### src/rtl/fb_reader.sv
// Framebuffer reader: fetches one 32-bit pixel per single-beat bus read and
// pushes it into the display FIFO, walking the frame in raster order.
module fb_reader #(
    parameter logic [31:0] FB_BASE  = 32'h0000_0000,
    parameter int unsigned H_PIXELS = 640,
    parameter int unsigned V_LINES  = 480
) (
    input  logic        PLB_clk,
    input  logic        reset,
    input  logic        enable,
    output logic        IP2Bus_MstRd_Req,
    output logic [31:0] IP2Bus_Mst_Addr,
    output logic        IP2Bus_MstRd_dst_rdy_n,
    input  logic        Bus2IP_Mst_CmdAck,
    input  logic        Bus2IP_Mst_Cmplt,
    input  logic        Bus2IP_Mst_Error,
    input  logic [31:0] Bus2IP_MstRd_d,
    input  logic        Bus2IP_MstRd_src_rdy_n,
    output logic [31:0] fifo_din,
    output logic        fifo_wr_en,
    input  logic        fifo_full,
    output logic        frame_done,
    output logic        rd_error
);

    localparam logic [19:0] LAST_PIX = 20'(H_PIXELS * V_LINES - 1);

    typedef enum logic [1:0] {
        S_IDLE,
        S_REQ,
        S_DATA,
        S_PUSH
    } state_t;

    state_t      r_state;
    state_t      w_next;
    logic [19:0] r_pix_cnt;
    logic [31:0] r_data;
    logic        w_last_pix;

    assign w_last_pix = (r_pix_cnt == LAST_PIX);

    always_ff @(posedge PLB_clk or negedge reset) begin
        if (!reset) begin
            r_state <= S_IDLE;
        end else begin
            r_state <= w_next;
        end
    end

    always_comb begin
        w_next = r_state;
        case (r_state)
            S_IDLE: if (enable && !fifo_full) w_next = S_REQ;
            S_REQ:  if (Bus2IP_Mst_CmdAck) w_next = S_DATA;
            S_DATA: begin
                if (Bus2IP_Mst_Cmplt) begin
                    w_next = Bus2IP_Mst_Error ? S_IDLE : S_PUSH;
                end
            end
            S_PUSH: w_next = S_IDLE;
            default: w_next = S_IDLE;
        endcase
    end

    always_ff @(posedge PLB_clk or negedge reset) begin
        if (!reset) begin
            r_pix_cnt <= '0;
        end else if (r_state == S_PUSH) begin
            r_pix_cnt <= w_last_pix ? '0 : r_pix_cnt + 20'd1;
        end
    end

    // An errored read may still overwrite r_data; it is never pushed, and the
    // retry recaptures the word before the next PUSH.
    always_ff @(posedge PLB_clk or negedge reset) begin
        if (!reset) begin
            r_data <= '0;
        end else if (r_state == S_DATA && !Bus2IP_MstRd_src_rdy_n) begin
            r_data <= Bus2IP_MstRd_d;
        end
    end

    assign IP2Bus_MstRd_Req       = (r_state == S_REQ);
    assign IP2Bus_Mst_Addr        = FB_BASE + {10'd0, r_pix_cnt, 2'b00};
    assign IP2Bus_MstRd_dst_rdy_n = (r_state != S_DATA);
    assign fifo_din               = r_data;
    assign fifo_wr_en             = (r_state == S_PUSH);
    assign frame_done             = (r_state == S_PUSH) && w_last_pix;
    assign rd_error               = (r_state == S_DATA) && Bus2IP_Mst_Cmplt && Bus2IP_Mst_Error;

endmodule

### config.mk
export PLATFORM = sky130hd
export DESIGN_NAME = fb_reader
export DESIGN_NICKNAME = d
export VERILOG_FILES = /design/src/rtl/fb_reader.sv
export SDC_FILE = /design/constraint.sdc
export NUM_CORES = 1
export LEC_CHECK = 0
export ABC_AREA = 1
export CORE_MARGIN = 1.5
export CORE_UTILIZATION = 40
export CTS_BUF_LIST = sky130_fd_sc_hd__clkbuf_4 sky130_fd_sc_hd__clkbuf_8
export CTS_CLUSTER_DIAMETER = 60
export DETAILED_ROUTE_END_ITERATION = 10
export PLACE_DENSITY = 0.81
export SLEW_MARGIN = 25
export SYNTH_ARGS = -nofsm -noshare
export SYNTH_HDL_FRONTEND = slang
export SYNTH_SLANG_ARGS = --single-unit
### constraint.sdc
create_clock -name PLB_clk -period 2 [get_ports PLB_clk]
set_clock_uncertainty 0.05 [all_clocks]
set_input_delay 0.6 -clock PLB_clk [delete_from_list [all_inputs] [get_ports PLB_clk]]
set_output_delay 0.6 -clock PLB_clk [all_outputs]
set_load 0.05 [all_outputs]
# [Word-level counts from Yosys, hierarchy flattened]
# Index checks and enable logic that the tools add are counted.
[word_totals] register_bits=54 out_inout_bits=69 wordCells=27
[classes] add_sub_neg=1 n_eq_ne=8 muxes=6 reduce_logical=9
[ops] op="adder 20 x 1 -> 20 bit (second input constant)" count=1
[ops] op="== test 20 x 19 -> 1 bit (second input constant)" count=1
[ops] op="two-way mux 20 bit" count=1
[ops] op="two-way mux 2 bit" count=4
[ops] op="one-hot mux 2 bit (4 select lines)" count=1
[ops] op="!= test 2 bit (second input constant)" count=3
[ops] op="logical AND 1 bit" count=5
[ops] op="== test 2 bit (second input constant)" count=2
[ops] op="AND reduction 3 bit" count=1
[ops] op="== test 2 x 1 -> 1 bit (second input constant)" count=1
[ops] op="logical NOT 1 bit" count=2
[ops] op="logical NOT 2 bit" count=1
[ops] op="!= test 2 x 1 -> 1 bit (second input constant)" count=1

# [Depth between registers and ports, before layout]
[depth] depth_word=4 mapped_depth=9 ltp_nobuf=9

# [Worst setup path after synthesis]
# No wires, ideal clock.
[synth_path] kind="flip-flop to output port" from="register r_pix_cnt[1]" to="output port frame_done" arrival_ns=1.815 required_time_ns=1.350 path_slack_ns=-0.465 path_stages_with_launch=8 n_path_buf=0 cell_sequence="dfrtp_1 > ha_1 > nand2_1 > nor2_1 > nand2_1 > nor2_1 > nand2_1 > inv_1"
[synth_via] elab_chain_cells=2
[synth_rtl] element="start, declared" line="37" text="logic [19:0] r_pix_cnt;"
[synth_rtl] element="start signal, assigned" line="70" text="r_pix_cnt <= w_last_pix ? '0 : r_pix_cnt + 20'd1;"
[synth_rtl] element="== test 20 x 19 -> 1 bit" line="41" text="assign w_last_pix = (r_pix_cnt == LAST_PIX);"
[synth_rtl] element="logical AND 1 bit" line="89" text="assign frame_done = (r_state == S_PUSH) && w_last_pix;"
[synth_rtl] element="end, declared" line="22" text="output logic frame_done,"
# No other way between the ends.

# [Final worst setup path]
[layout_path] from="register r_pix_cnt[4]" to="output port frame_done"
# The elaborated chain is that of the path after synthesis.

==> metrics.csv <==
metric,value,unit
outcome,finished with violations,
violations,negative setup slack,
crit_path_max_incr_delay,0.42,ns
diodes,0,
htree_levels,2,
rrSetupSlack,-0.02,ns
cp_cell_sequence,"nand2_2, nor2_2, nand2_1, nor2_4, nand2_2, clkinvlp_4, buf_12",
syn_area,2760,um2
dp_slack,-0.118,ns
rr_endpoint,r_pix_cnt[18]$_DFFE_PN0P_,
synth.avg_cell_area,9.88,um2
finalCriticalPeriod,2.18,ns
rr_startpoint,r_pix_cnt[0]$_DFFE_PN0P_,
worst_setup_path_end_kind,output port,
setup_viol,2,
num_vias,2372,
synth_top_area_share,49.0,%
die_w,86.0,um
critPathMaxFanout,5,
via_per_inst,4.80,
synth_seq_cells,54,
grt_first_pass_wirelength,10000,um
synth_flop_cell,dfrtp_1,
place.gp.congestion,0.920,
ios,109,
cts_buffers,5,
cpMaxStageDelayCell,dfrtp_2,
clkTransAtPathRegs,0.09,ns
rows,30,
ys_top_cells_by_count,"54 x dfrtp_1, 52 x nand2_1, 39 x nor2_1",
routed_wl,6370,um
path_buf_inv,2,
p_leak,0.00217,uW
grt_usage,16.9,%
dp_hpwl,4430,um
start_util,41.0,%
fin_crit_sh,109,%
fmax,0.459,GHz
final_max_slew_viol_count,0,
die_h,86.0,um
drtAntennaViolNets,0,
grt_pass1_vias,2201,
layout_setup_ws,-0.178,ns
start_kind,flop,
cap_viol_max_count,0,
crit_family,simple AND/OR/NAND/NOR gates,
die-area,7400,um2
yosysTopAreaCell,dfrtp_1,
synthArstFlopShare,100,%
cp.arrival,1.53,ns
r2r_cells,15,
worstPathRequired,1.35,ns
clk_latency,0.30,ns
cts_root_buf,clkbuf_8,
first_pass_iters,4,
synth_edf_count,0,
synthDistinctLibCells,26,
syn_inst,279,
cts_sinks,54,
fin_nets,454,
cts_buffer_depth,2,
rsz0062_at_grt,yes,
drtIter0Drc,153,
tritoncts,built,
hold_violations,0,
yosysSeqAreaShare,49.0,%
drc,0,
synth_area_leaders,"dfrtp_1 49%, mux2_4 16%, nand2_1 7.1%",
grt_remaining_overflow,0,
hp-class,in -> async,
yosysMostFrequentCell,dfrtp_1,
crit_top_cell,nand2_2,
syn_to_final_growth,52.1,%
peakVddDrop,1.17,mV
synth_warnings,0,
antenna_found_initial,0,
layout-drive-gt1-share,38.6,%
port_buffers,96,
p_per_area,1420,nW/um2
core,6720,um2
criticalPathCategory,reg -> out,
total_power,5960,uW
wl_per_cell,12.9,um
grt_max_degree,55,
cp.depth,7,
==> logic make-up after synthesis <==
kind of cell             after synthesis  synth area share [%]
AO/OA/AOI/OAI                         13                  2.63
XOR/XNOR                               4                  1.27
buffers and inverters                 48                  10.2
other                                  1                 0.136
AND/OR/NAND/NOR                      126                  19.1
adder cells (fa/ha/maj)                1                 0.454
flip-flops                            54                  49.0
multiplexers                          32                  17.2
==> state kept, by name, summed over array words and instances, names as in the netlist <==
| register | cells |
|---|---|
| fifo_din | 32 |
| r_pix_cnt | 20 |
| r_state | 2 |
==> worst reg2reg max path, stage by stage, from the launching register on <==
cell and delay (ns):
dfrtp_2 0.44, ha_4 0.18, nand2_4 0.06, nor2_4 0.05
nand2_2 0.10, nor2_4 0.04, buf_4 0.13, buf_4 0.12
buf_4 0.13, buf_4 0.12, buf_4 0.12, buf_4 0.12
buf_4 0.12, nand4_1 0.06, nand2_1 0.05, nor2_1 0.08
==> area by class of cell <==
type / instances / area (um2)
Fill cell: 532 / 2520
Multi-Input combinational cell: 188 / 1220
Sequential cell: 54 / 1360
Clock inverter: 2 / 60.1
Inverter: 32 / 129
Clock buffer: 6 / 82.6
Timing Repair Buffer: 132 / 1240
Tap cell: 80 / 100
==> layout by cell type, fill, tap and decap left out, drive strengths merged, types with 2 or more instances in the layout <==
| cell | netlist | layout |
|---|---|---|
| a21oi | 3 | 3 |
| buf | 16 | 94 |
| bufinv | 0 | 2 |
| clkbuf | 0 | 6 |
| clkdlybuf4s50 | 0 | 36 |
| conb | 1 | 12 |
| dfrtp | 54 | 54 |
| dlygate4sd2 | 0 | 2 |
| inv | 31 | 30 |
| mux2 | 32 | 32 |
| nand2 | 54 | 54 |
| nand3 | 21 | 21 |
| nand4 | 3 | 3 |
| nor2 | 39 | 39 |
| nor3 | 5 | 5 |
| o21ai | 7 | 7 |
| o21bai | 2 | 2 |
| or2 | 2 | 2 |
| xor2 | 3 | 3 |
==> power by group <==
group / switching (uW) / leakage (uW) / internal, uW
logic: 2000 / 0.00143 / 1330
clock network: 343 / 0.0000714 / 534
registers: 267 / 0.000672 / 1480
==> repair_timing <==
action,CTS,global route
gates cloned,0,0
resized for setup,4,10
buffers inserted,11,12
pin swaps,7,5
hold buffers,0,0
endpoints found under the setup margin,2,1
hold endpoints to repair,0,0
==> worst max-delay path by stage <==
stage	from	slack, ns	endpoint
final	r_pix_cnt[4]$_DFFE_PN0P_	-0.18	frame_done
after global routing	r_pix_cnt[7]$_DFFE_PN0P_	-0.25	frame_done
after CTS	r_pix_cnt[0]$_DFFE_PN0P_	-0.19	frame_done
after detailed placement	Bus2IP_Mst_Error	-0.12	rd_error
after global placement	Bus2IP_Mst_Error	-0.12	rd_error
after floorplan	r_pix_cnt[1]$_DFFE_PN0P_	-0.08	frame_done
==> metal layers <==
metal / track usage [%] / up-vias / wire length [um]
met5: 0 / - / 0
li1: - / 1139 / -
met3: 4.33 / 14 / 460
met4: 3.52 / 0 / 104
met1: 20.6 / 1099 / 2560
met2: 30.1 / 120 / 3250
==> stage by stage <==
| step | TNS, ns | hold slack (ns) | cells | utilization [%] | instance area, um2 |
|---|---|---|---|---|---|
| floorplan | -0.0820 | 0.254 | 290 | - | 2840 |
| global placement | -0.123 | 0.430 | 463 | 57.3 | 3850 |
| detailed placement | -0.397 | 0.445 | 463 | 57.3 | 3850 |
| CTS | -0.193 | 0.236 | 482 | 60.7 | 4080 |
| global route | -0.346 | 0.241 | 494 | 62.4 | 4190 |
| finish | -0.198 | 0.231 | 494 | 62.4 | 4190 |
No activity file was read; power rests on OpenSTA's default activity.
